===== src/rtl/load_store_unit.sv =====
// -----------------------------------------------------------------------------
// load_store_unit
// Sequences CPU byte/halfword/word loads and stores onto a single-ported,
// word-organised data memory. Sub-word stores use a read-modify-write pair of
// memory cycles. All outputs come straight from flops, so an asynchronous
// reset removes every memory control immediately.
//
// Ports
//   clk, rst_n          clock, asynchronous active-low reset
//   req                 access request, held high by the CPU until done
//   is_store            1 = store, 0 = load
//   size                00 byte, 01 halfword, 10 word, 11 illegal
//   sign_ext            sign-extend sub-word loads
//   addr, wdata         byte address, right-aligned store data
//   rdata               right-aligned load result (held between loads)
//   done, err           one-cycle completion pulse, error flag valid with done
//   busy                high whenever the unit is not idle
//   cs_ram, we, oe      data memory controls
//   d_addr, d_in        word-aligned memory address, memory write data
//   d_out               combinational memory read data, little-endian
// -----------------------------------------------------------------------------
module load_store_unit #(
    parameter int instruction_width = 32,
    parameter int ram_depth         = 256
) (
    input  logic                         clk,
    input  logic                         rst_n,
    input  logic                         req,
    input  logic                         is_store,
    input  logic [1:0]                   size,
    input  logic                         sign_ext,
    input  logic [instruction_width-1:0] addr,
    input  logic [instruction_width-1:0] wdata,
    output logic [instruction_width-1:0] rdata,
    output logic                         done,
    output logic                         err,
    output logic                         busy,
    output logic                         cs_ram,
    output logic                         we,
    output logic                         oe,
    output logic [instruction_width-1:0] d_addr,
    output logic [instruction_width-1:0] d_in,
    input  logic [instruction_width-1:0] d_out
);
    localparam int W = instruction_width;

    typedef enum logic [2:0] {
        IDLE   = 3'd0,
        LOAD   = 3'd1,
        SWR    = 3'd2,
        RMW_RD = 3'd3,
        RMW_WR = 3'd4,
        RESP   = 3'd5
    } state_t;

    state_t         state_q, state_d;
    logic [W-1:0]   addr_q, addr_d, wdata_q, wdata_d;
    logic [1:0]     size_q, size_d;
    logic           store_q, store_d, sext_q, sext_d;
    logic [W-1:0]   rdata_q, rdata_d, d_addr_q, d_addr_d, d_in_q, d_in_d;
    logic           done_q, done_d, err_q, err_d, busy_q, busy_d;
    logic           cs_q, cs_d, we_q, we_d, oe_q, oe_d;
    logic           bad_s;

    // Pick the addressed lane out of a memory word and extend it to W bits.
    function automatic logic [W-1:0] load_extend(input logic [W-1:0] word,
                                                 input logic [1:0]   lane,
                                                 input logic [1:0]   sz,
                                                 input logic         sx);
        logic [7:0]   byte_v;
        logic [15:0]  half_v;
        logic [W-1:0] res_v;
        case (lane)
            2'd0:    byte_v = word[7:0];
            2'd1:    byte_v = word[15:8];
            2'd2:    byte_v = word[23:16];
            default: byte_v = word[31:24];
        endcase
        half_v = lane[1] ? word[31:16] : word[15:0];
        case (sz)
            2'b00:   res_v = {{(W-8){sx & byte_v[7]}}, byte_v};
            2'b01:   res_v = {{(W-16){sx & half_v[15]}}, half_v};
            default: res_v = word;
        endcase
        return res_v;
    endfunction

    // Replace only the addressed lane of a memory word with store data.
    function automatic logic [W-1:0] store_merge(input logic [W-1:0] word,
                                                 input logic [1:0]   lane,
                                                 input logic [1:0]   sz,
                                                 input logic [W-1:0] wd);
        logic [W-1:0] res_v;
        case (sz)
            2'b00: begin
                case (lane)
                    2'd0:    res_v = {word[31:8], wd[7:0]};
                    2'd1:    res_v = {word[31:16], wd[7:0], word[7:0]};
                    2'd2:    res_v = {word[31:24], wd[7:0], word[15:0]};
                    default: res_v = {wd[7:0], word[23:0]};
                endcase
            end
            2'b01:   res_v = lane[1] ? {wd[15:0], word[15:0]} : {word[31:16], wd[15:0]};
            default: res_v = wd;
        endcase
        return res_v;
    endfunction

    // Misaligned, illegal-size or out-of-range request.
    always_comb begin
        bad_s = (size == 2'b11)
             || ((size == 2'b01) && addr[0])
             || ((size == 2'b10) && (addr[1:0] != 2'b00))
             || (addr >= W'(ram_depth));
    end

    // Next state, request latching, and next values of every registered output.
    always_comb begin
        state_d  = state_q;
        addr_d   = addr_q;
        wdata_d  = wdata_q;
        size_d   = size_q;
        store_d  = store_q;
        sext_d   = sext_q;
        rdata_d  = rdata_q;
        err_d    = 1'b0;
        cs_d     = 1'b0;
        we_d     = 1'b0;
        oe_d     = 1'b0;
        d_addr_d = '0;
        d_in_d   = '0;

        case (state_q)
            IDLE: begin
                if (req) begin
                    addr_d  = addr;
                    wdata_d = wdata;
                    size_d  = size;
                    store_d = is_store;
                    sext_d  = sign_ext;
                    if (bad_s) begin
                        state_d = RESP;
                        err_d   = 1'b1;
                    end else if (!is_store) begin
                        state_d = LOAD;
                    end else if (size == 2'b10) begin
                        state_d = SWR;
                    end else begin
                        state_d = RMW_RD;
                    end
                end else begin
                    state_d = IDLE;
                end
            end
            LOAD: begin
                rdata_d = load_extend(d_out, addr_q[1:0], size_q, sext_q);
                state_d = RESP;
            end
            SWR:     state_d = RESP;
            RMW_RD:  state_d = RMW_WR;
            RMW_WR:  state_d = RESP;
            RESP:    state_d = IDLE;
            default: state_d = IDLE;
        endcase

        // Outputs are decoded from the state being entered so they leave flops.
        case (state_d)
            LOAD, RMW_RD: begin
                cs_d     = 1'b1;
                oe_d     = 1'b1;
                d_addr_d = {addr_d[W-1:2], 2'b00};
            end
            SWR: begin
                cs_d     = 1'b1;
                we_d     = 1'b1;
                d_addr_d = {addr_d[W-1:2], 2'b00};
                d_in_d   = wdata_d;
            end
            RMW_WR: begin
                // Only reachable from RMW_RD, so d_out is the word being read now.
                cs_d     = 1'b1;
                we_d     = 1'b1;
                d_addr_d = {addr_d[W-1:2], 2'b00};
                d_in_d   = store_merge(d_out, addr_q[1:0], size_q, wdata_q);
            end
            default: begin
                cs_d = 1'b0;
            end
        endcase

        done_d = (state_d == RESP);
        busy_d = (state_d != IDLE);
    end

    // State, latched request and output registers.
    always_ff @(posedge clk or negedge rst_n) begin
        if (!rst_n) begin
            state_q  <= IDLE;
            addr_q   <= '0;
            wdata_q  <= '0;
            size_q   <= 2'b00;
            store_q  <= 1'b0;
            sext_q   <= 1'b0;
            rdata_q  <= '0;
            done_q   <= 1'b0;
            err_q    <= 1'b0;
            busy_q   <= 1'b0;
            cs_q     <= 1'b0;
            we_q     <= 1'b0;
            oe_q     <= 1'b0;
            d_addr_q <= '0;
            d_in_q   <= '0;
        end else begin
            state_q  <= state_d;
            addr_q   <= addr_d;
            wdata_q  <= wdata_d;
            size_q   <= size_d;
            store_q  <= store_d;
            sext_q   <= sext_d;
            rdata_q  <= rdata_d;
            done_q   <= done_d;
            err_q    <= err_d;
            busy_q   <= busy_d;
            cs_q     <= cs_d;
            we_q     <= we_d;
            oe_q     <= oe_d;
            d_addr_q <= d_addr_d;
            d_in_q   <= d_in_d;
        end
    end

    assign rdata  = rdata_q;
    assign done   = done_q;
    assign err    = err_q;
    assign busy   = busy_q;
    assign cs_ram = cs_q;
    assign we     = we_q;
    assign oe     = oe_q;
    assign d_addr = d_addr_q;
    assign d_in   = d_in_q;

endmodule


===== config.mk =====
export PLATFORM = sky130hd
export DESIGN_NAME = load_store_unit
export DESIGN_NICKNAME = d
export VERILOG_FILES = /design/src/rtl/load_store_unit.sv
export SDC_FILE = /design/constraint.sdc
export NUM_CORES = 1
export LEC_CHECK = 0
export ABC_AREA = 1
export CAP_MARGIN = 5
export CORE_MARGIN = 8
export CORE_UTILIZATION = 45
export CTS_CLUSTER_SIZE = 14
export DETAILED_ROUTE_END_ITERATION = 16
export PLACE_DENSITY = 0.83
export SYNTH_ARGS = -nofsm -noshare
export SYNTH_HDL_FRONTEND = slang
export SYNTH_SLANG_ARGS = --single-unit

===== constraint.sdc =====
create_clock -name clk -period 3.75 [get_ports clk]
set_input_delay 1.125 -clock clk [delete_from_list [all_inputs] [get_ports clk]]
set_output_delay 1.125 -clock clk [all_outputs]
set_load 0.03 [all_outputs]

# == Word-level counts from Yosys, hierarchy flattened ==
# Cells that the tools add are included.
# classes
n_addsub,0
mul,0
div,0
order_cmp,1
n_eq_ne,15
n_shift,0
n_mux,24
bitwise_logic,2
n_reduce_logical,15
# op_table
operator,n
32-bit two-way mux,6
32-bit one-hot mux with 2 select lines,3
32-bit one-hot mux with 3 select lines,1
"32-bit by 9-bit greater-or-equal comparator with 1-bit output, second input constant",1
8-bit one-hot mux with 3 select lines,1
16-bit two-way mux,1
"3-bit by 2-bit equality test with 1-bit output, second input constant",4
"3-bit equality test, second input constant",3
3-bit one-hot mux with 3 select lines,1
8-bit two-way mux,1
1-bit two-way mux,7
"2-bit by 1-bit equality test with 1-bit output, second input constant",3
"2-bit equality test, second input constant",3
"3-bit by 1-bit equality test with 1-bit output, second input constant",2
3-bit two-way mux,2
2-bit logical NOT,2
2-bit OR reduction,2
4-bit OR reduction,1
3-bit logical NOT,1
1-bit logical OR,3
3-bit nonzero test,1
3-bit OR reduction,1
1-bit AND,2
1-bit logical AND,2
other kinds (3),3
# word_totals
regBits,172
latchBits,0
ram_bits,0
rom_bits,0
in_bits,103
out_inout_bits,102
elab_cells,72
mem_count,0

# == Depth between registers and ports, before layout ==
# Gate-level depths: netlist (run 1).
# logic_depth
word_depth,11
mapped_depth,12
depth_no_buf,11

# == Worst setup path before layout (run 1) ==
# OpenSTA, ideal clock, no wires.
# synth_path
path_type,input to register
startpoint,input addr[30]
endpoint,"register d_addr_q[2], in the netlist d_addr[2]"
arrival_ps,2182
t_required_ps,3681
path_slack_ps,1498
stages,12
path_buffers,1
cell_sequence,inv_1 > nand2_1 > nor2_1 > nand2_1 > nor2_1 > nand2_1 > nor2_1 > nand4_2 > nand2_1 > nor2_4 > buf_6 > nor2_2
# synth_between
elab_chain_len,8
# synth_rtl
item,line_no,source
start: declaration,32,"input logic [instruction_width-1:0] addr,"
32-bit by 9-bit greater-or-equal comparator with 1-bit output (*),114,|| (addr >= W'(ram_depth));
1-bit logical OR (*),114,
3-bit two-way mux (*),141,if (bad_s) begin
3-bit two-way mux (*),135,if (req) begin
3-bit one-hot mux with 3 select lines (*),133,case (state_q)
3-bit equality test (tied with other cells),167,case (state_d)
4-bit OR reduction (no source line) (*),-,
32-bit two-way mux (*),167,
via d_addr_d[2],60,"logic [W-1:0] rdata_q, rdata_d, d_addr_q, d_addr_d, d_in_q, d_in_d;"
end signal: assignment,227,d_addr_q <= d_addr_d;
end: declaration,60,
# The timed path passes the listed nets; every way through them passes the cells marked *.
# A chain may end at the register's enable or synchronous reset.

# == Final worst setup path (run 1) ==
# layout_path
startpoint,input addr[22]
endpoint,"register d_addr_q[28], in the netlist d_addr[28]"
# layout_between
elab_chain_len,8
# layout_rtl
item,line_no,source
32-bit by 9-bit greater-or-equal comparator with 1-bit output (*),114,
1-bit logical OR (*),114,
3-bit two-way mux (*),141,
3-bit two-way mux (*),135,
3-bit one-hot mux with 3 select lines (*),133,
via state_d[2],56,"state_t state_q, state_d;"
3-bit equality test (tied with other cells),167,
4-bit OR reduction (no source line) (*),-,
32-bit two-way mux (*),167,
via d_addr_d[28],60,
# Marks and branches as above.

==> results by group, run 1 <==
Power
  • Leak pwr: ~5 nW
  • VDD IR max: approximately 0.0005 V
  • Sequential Power Share: 0.313
  • Internal power: 0.00514 W
  • Tot Pwr: between 0.009 and 0.01 W
  • PD cells: 825 nW/um^2
  • Switching Fraction: 0.431
  • Net Switching: between 0.003 and 0.004 W
  • Comb pwr share: 0.490
  • Clock power share: 0.197

Clock tree
  • # Post-CTS Setup Buffers: 0
  • CTS tree: yes
  • Clock Path Buffers: 2
  • CTS Sinks: between 150 and 200
  • H-tree lvl count: 4
  • Skew-Pair Late Insertion Delay: around 430 ps
  • CTS hold repair buffers: 0
  • Root buffer cell: clkbuf_16
  • Clock-pin slew on the worst setup and hold paths: around 60 ps
  • CTS Buf Count: 17
  • Post-CTS resize count: 0

Die
  • Die Y: 150 um
  • Starting Density: 0.456
  • Die width: between 150 and 200 um
  • FP Rows: 49
  • I/O Pins: just over 200
  • CORE AREA: 17800 um^2
  • Die Footprint: about 23000 um^2

Final layout
  • Multi-input logic area: between 2000 and 3000 um^2
  • Nets: 1264
  • Fill count: around 1500
  • Share of cells above drive strength 1: 0.0997
  • FF+latch area: between 4000 and 5000 um^2
  • Area Overhead vs Synth: 34.8%

Placed design
  • Detailed placer's ending HPWL: about 19 mm
  • Port-buffer cells: 202
  • Gp weighted congestion: between 0.9 and 1

Min path
  • WHS Endpoint: rdata[2]$_DFFE_PN0N_
  • Class of the worst hold path: reg -> reg
  • Hold wc startpoint: rdata[2]$_DFFE_PN0N_
  • Hold depth: 2

Logic synthesis
  • Synth unique cells: 38
  • Post-synth EDFFs: 0
  • Sequential element share of the synthesized area: 0.523
  • Cells after Synth: 973
  • Syn Std Cell Area: around 8000 um^2
  • Top cells by area, synth: dfrtp_1, nand2_1, o21ai_0, inv_1, o22ai_1
  • Most common cell in the netlist: nand2_1
  • Synth area leader: dfrtp_1
  • Ys Warns: 0
  • Yosys top cell area share: 0.523
  • Seq cells post-synth: 170
  • Ys async rst share: 1.00
  • Dominant synthesized flop cell: dfrtp_1
  • Syn Area/Cell: between 8 and 9 um^2
  • Top post-synthesis cells by count: nand2_1, dfrtp_1, inv_1, o21ai_0, o22ai_1

STA
  • Period utilization: 0.715
  • Final Max Tran Viols: 0
  • Setup violators final: 0
  • Final Skew: between 9 and 10 ps
  • Worst slew pin tran: 844 ps
  • Setup TNS: 0 ps
  • Fmax: approximately 370 MHz
  • Slew HR: 0.437
  • RSZ-0062 raised after global routing: false
  • Hold Fails Final Rpt: 0
  • Period minus WS final: around 2700 ps

Critical path
  • Crit-path max cell delay: 420 ps
  • Setup crit end kind: flop
  • Crit Path Class: in -> reg
  • WP buf/inv: 3
  • Worst-path cell chain: clkdlybuf4s50_1 -> inv_1 -> nand2_1 -> nor2_1 -> nand2_1 -> nor2_1 -> nand2_1 -> nand2_1 -> nand3_2 -> a21oi_2 -> nor2_4 -> buf_12 -> nor2_1
  • Reg2reg setup slack: approximately 1300 ps
  • FF-to-FF Start: addr_q[1]$_DFFE_PN0P_
  • CP Max Fanout: 31
  • Critical Path Start: addr[22]
  • CP Launch Type: input pin
  • Reg2reg end: d_in[10]$_DFF_PN0_
  • CP max-delay cell: clkdlybuf4s50_1
  • Arrival @ worst endpoint: ~3000 ps
  • Family with the most delay on the worst path: simple AND/OR/NAND/NOR gates
  • Cell repeated most along the worst path: nand2_1
  • Critical path data required time: a little over 4000 ps
  • FF-to-FF path depth: 7

Detailed routing
  • Final wirelength: between 20 and 30 mm
  • Drt pass-1 iters: 6
  • Initial detailed-routing violation count: 750
  • ANT nets after route: 0
  • Avg WL per Cell: 17.9 um
  • Vias per std cell: ~5.3
  • DR vias: roughly 7500
  • DRC viols: 0

Global route
  • Vias in the first global route: about 7500
  • Congestion Overflow GR: 0
  • Gr usage total: 0.226
  • Pin count of the biggest net entering global routing: 86
  • Initial antenna violation count: 1
  • First-pass GRT wire length: 39.9 mm

Job
  • Number of max-cap violations: 0

Run status
  • Status: finished clean
[cell usage in the layout (no fill, tap or decap), types with 11 or more instances in the layout]
| cell | n |
|---|---|
| dfrtp_1 | 170 |
| nor2_2 | 24 |
| clkdlybuf4s50_1 | 201 |
| o2111ai_1 | 13 |
| and2_1 | 18 |
| clkbuf_16 | 17 |
| nand2_1 | 180 |
| buf_4 | 11 |
| or2_2 | 30 |
| o21ai_0 | 132 |
| inv_1 | 166 |
| nor2_1 | 38 |
| o21a_1 | 16 |
| o22ai_1 | 40 |
| a21oi_1 | 36 |
[metal layers]
layer	track usage	share of wire	vias up
li1	-	-	3502
met4	0.0870	0.028	0
met2	0.351	0.45	434
met5	0	0	-
met1	0.280	0.39	3454
met3	0.0854	0.14	68
[per-stage QoR]
stage	hold slack [ps]	utilization	cell area [um^2]	setup slack (ps)	std cells
after floorplan	472	-	8140	1500	974
after global placement	469	0.581	10400	723	1371
after detailed placement	472	0.581	10400	659	1371
after CTS	488	0.614	11000	1060	1403
after global routing	509	0.614	11000	866	1403
final	488	0.614	11000	1070	1404
[cell type report]
type | instances | area share
well taps | 229 | 0.0261
inverters | 173 | 0.0593
multi-input cells | 582 | 0.273
clock inverters | 12 | 0.0127
repair buffers | 217 | 0.199
diodes | 1 | 0.000228
clock buffers | 20 | 0.0408
flip-flops and latches | 170 | 0.388
[registers in the layout, indices dropped and copies added (netlist names)]
name	count
addr_q	32
d_in	32
rdata	32
wdata_q	32
d_addr	30
state_q	3
size_q	2
busy	1
cs_ram	1
done	1
err	1
oe	1
sext_q	1
we	1
[tightest hold or removal path, cell delays in order, from the launching register on]
cell     delay [ps]
dfrtp_1         340
nand2_1          60
nand2_1          60
[how the worst max path moves through the flow]
stage,cells past startpoint,slack (ps),end
6_report,13,1070,d_addr[28]$_DFF_PN0_
5_1_grt,9,870,rdata[23]$_DFFE_PN0N_
4_1_cts,1,1060,d_in[3]
3_5_place_dp,13,660,d_addr[26]$_DFF_PN0_
3_3_place_gp,13,720,d_addr[22]$_DFF_PN0_
2_1_floorplan,12,1500,d_addr[2]$_DFF_PN0_
[power groups by stage]
stage	Clock, W	Combinational (W)	Sequential, W
6_report	0.00178	0.00443	0.00283
5_1_grt	0.00187	0.00486	0.00289
3_5_place_dp	0	0.00440	0.00286
3_3_place_gp	0	0.00429	0.00283
2_1_floorplan	0	0.00244	0.00334
4_1_cts	0.00180	0.00441	0.00283
[cell families (layout without fill, tap and decap cells)]
logic type,Yosys count,after routing,synth area share
other,1,3,0.000461
AOI/OAI and AO/OA,268,268,0.192
DFF,170,170,0.523
buffers and inverters,222,422,0.109
and+or+nand+nor,312,312,0.176
Power figures use the tool's default switching activity.
==> inputs of run 2 (changes only) <==
Settings changed: PLACE_DENSITY 0.83 to 0.86.
Clock period 3.75 ns to 2.4 ns, I/O delays scaled along.
==> run 2 against run 1 <==
First-iteration DRC count down 6.9%; clock power rose by 54%; utilization increased by 1.6 points; non-clock buffer count increased by 31; sequential power up 58%; global-route usage up 0.74 points; wire length up 3.4%; clock skew barely moved; sequential share of layout area down 1.0 points; combinational power grew 62%; die area unchanged; final area is 2.6% higher.
==> results by group, run 2 (same netlist as run 1, synthesis figures left out) <==
Run status
  • Status: finished clean

Clock tree
  • # Post-CTS Setup Buffers: 0
  • Clock-pin slew on the worst setup and hold paths: 70 ps
  • CTS tree: yes
  • CTS Sinks: 170
  • H-tree lvl count: 4
  • Skew-Pair Late Insertion Delay: between 400 and 500 ps
  • Clock Path Buffers: 2
  • CTS hold repair buffers: 0
  • CTS Buf Count: 17
  • Root buffer cell: clkbuf_16
  • Post-CTS resize count: 0

Critical path
  • Reg2reg setup slack: around 220 ps
  • Critical Path Start: addr[30]
  • FF-to-FF path depth: 6
  • Reg2reg end: d_in[14]$_DFF_PN0_
  • CP Launch Type: input pin
  • Critical path endpoint: d_in[4]$_DFF_PN0_
  • Critical path data required time: roughly 2700 ps
  • Crit Path Class: in -> reg
  • Setup crit end kind: flop
  • CP Max Fanout: 23
  • FF-to-FF Start: size_q[0]$_DFFE_PN0P_
  • Arrival @ worst endpoint: about 2600 ps

Final layout
  • Final Util: 0.631
  • Layout Cells excl Fill: 1435
  • Share of cells above drive strength 1: 0.124
  • FF+latch area: around 4300 um^2
  • Multi-input logic area: around 3000 um^2
  • Fill count: 1479
  • Commonest non-fill, non-tap cell in the layout: clkdlybuf4s50_1
  • Most frequent cells in the layout: clkdlybuf4s50_1, nand2_1, dfrtp_1
  • Nets: approximately 1300
  • Area Overhead vs Synth: 38.3%

STA
  • Period utilization: 0.938
  • Final Skew: 9.33 ps
  • Fmax: ~440 MHz
  • Final Max Tran Viols: 0
  • Hold Fails Final Rpt: 0
  • RSZ-0062 raised after global routing: false
  • Setup violators final: 0
  • Period minus WS final: around 2300 ps
  • Slew HR: 0.534
  • Worst slew pin tran: between 600 and 700 ps

Die
  • Die Footprint: approximately 23000 um^2
  • Starting Density: 0.456
  • Die Y: approximately 150 um
  • I/O Pins: 205
  • CORE AREA: ~18000 um^2
  • Die width: approximately 150 um
  • FP Rows: just under 50

Global route
  • Vias in the first global route: between 7000 and 8000
  • Pin count of the biggest net entering global routing: between 50 and 60
  • Gr usage total: 0.233
  • First-pass GRT wire length: around 41 mm
  • Initial antenna violation count: 2
  • Congestion Overflow GR: 0

Detailed routing
  • ANT nets after route: 0
  • DRC viols: 0
  • Final wirelength: roughly 26 mm
  • Initial detailed-routing violation count: 698
  • Vias per std cell: roughly 5.3
  • Drt pass-1 iters: 7
  • DR vias: ~7500
  • Avg WL per Cell: approximately 18 um

Placed design
  • Gp weighted congestion: between 0.9 and 1
  • Port-buffer cells: a little over 200
  • Detailed placer's ending HPWL: approximately 19 mm
  • Placed cell count: 1402

Power
  • PD cells: roughly 1300 nW/um^2
  • VDD IR max: 0.000780 V
  • Leak pwr: approximately 5.3 nW
  • Tot Pwr: approximately 0.014 W

Min path
  • Class of the worst hold path: in -> async

Job
  • Number of max-cap violations: 0
run 2: cell types whose count changed in the layout (fill, tap and decap cells not counted), sizes merged:
cell | before | now
buf | 16 | 47
clkinv | 2 | 5
clkinvlp | 4 | 2
inv | 177 | 176
run 2: worst min path at each step:
stage | to | slack (ps)
after floorplan | addr_q[0]$_DFFE_PN0P_ | 420
after global placement | rdata[0]$_DFFE_PN0N_ | 470
after detailed placement | rdata[0]$_DFFE_PN0N_ | 470
after CTS | rdata[27]$_DFFE_PN0N_ | 270
after global routing | rdata[30]$_DFFE_PN0N_ | 290
final | rdata[29]$_DFFE_PN0N_ | 240
run 2: critical path: stages:
cell and delay (ps):
clkdlybuf4s50_1 420, inv_1 70, nand2_1 60, nor2_1 190, nand2_1 120, nor2_4 150, nand2_1 100, nor2_1 120
nand4_2 150, buf_12 210, o21ai_0 260
run 2: cell type report:
type,instances,area share
clock inverters,12,0.0121
flip-flops and latches,170,0.378
clock buffers,20,0.0397
inverters,173,0.0577
repair buffers,248,0.219
well taps,229,0.0255
diodes,1,0.000222
multi-input cells,582,0.267
run 2: power by group:
part           switching (W)  internal, W
clock                0.00118      0.00157
sequential          0.000561      0.00391
combinational        0.00444      0.00275
run 2: through the flow:
step	TNS (ps)	cell area [um^2]	setup slack [ps]	hold slack [ps]
after floorplan	0	8140	553	424
after global placement	-16850	10700	-359	468
after detailed placement	-20830	10700	-408	473
after CTS	0	11200	35.5	273
after global routing	0	11200	38.0	289
final	0	11200	149	241
run 2: layer usage:
layer	share of wire	global-route usage	vias up
met5	0.00089	0	-
met4	0.034	0.102	4
met3	0.14	0.0938	73
met2	0.45	0.359	417
met1	0.38	0.284	3474
li1	-	-	3572
==> inputs of run 3 (changes only) <==
Settings changed: SLEW_MARGIN from default to 20.
==> results of run 3 <==
The final DEF is identical to that of run 2; final timing and power are the same.
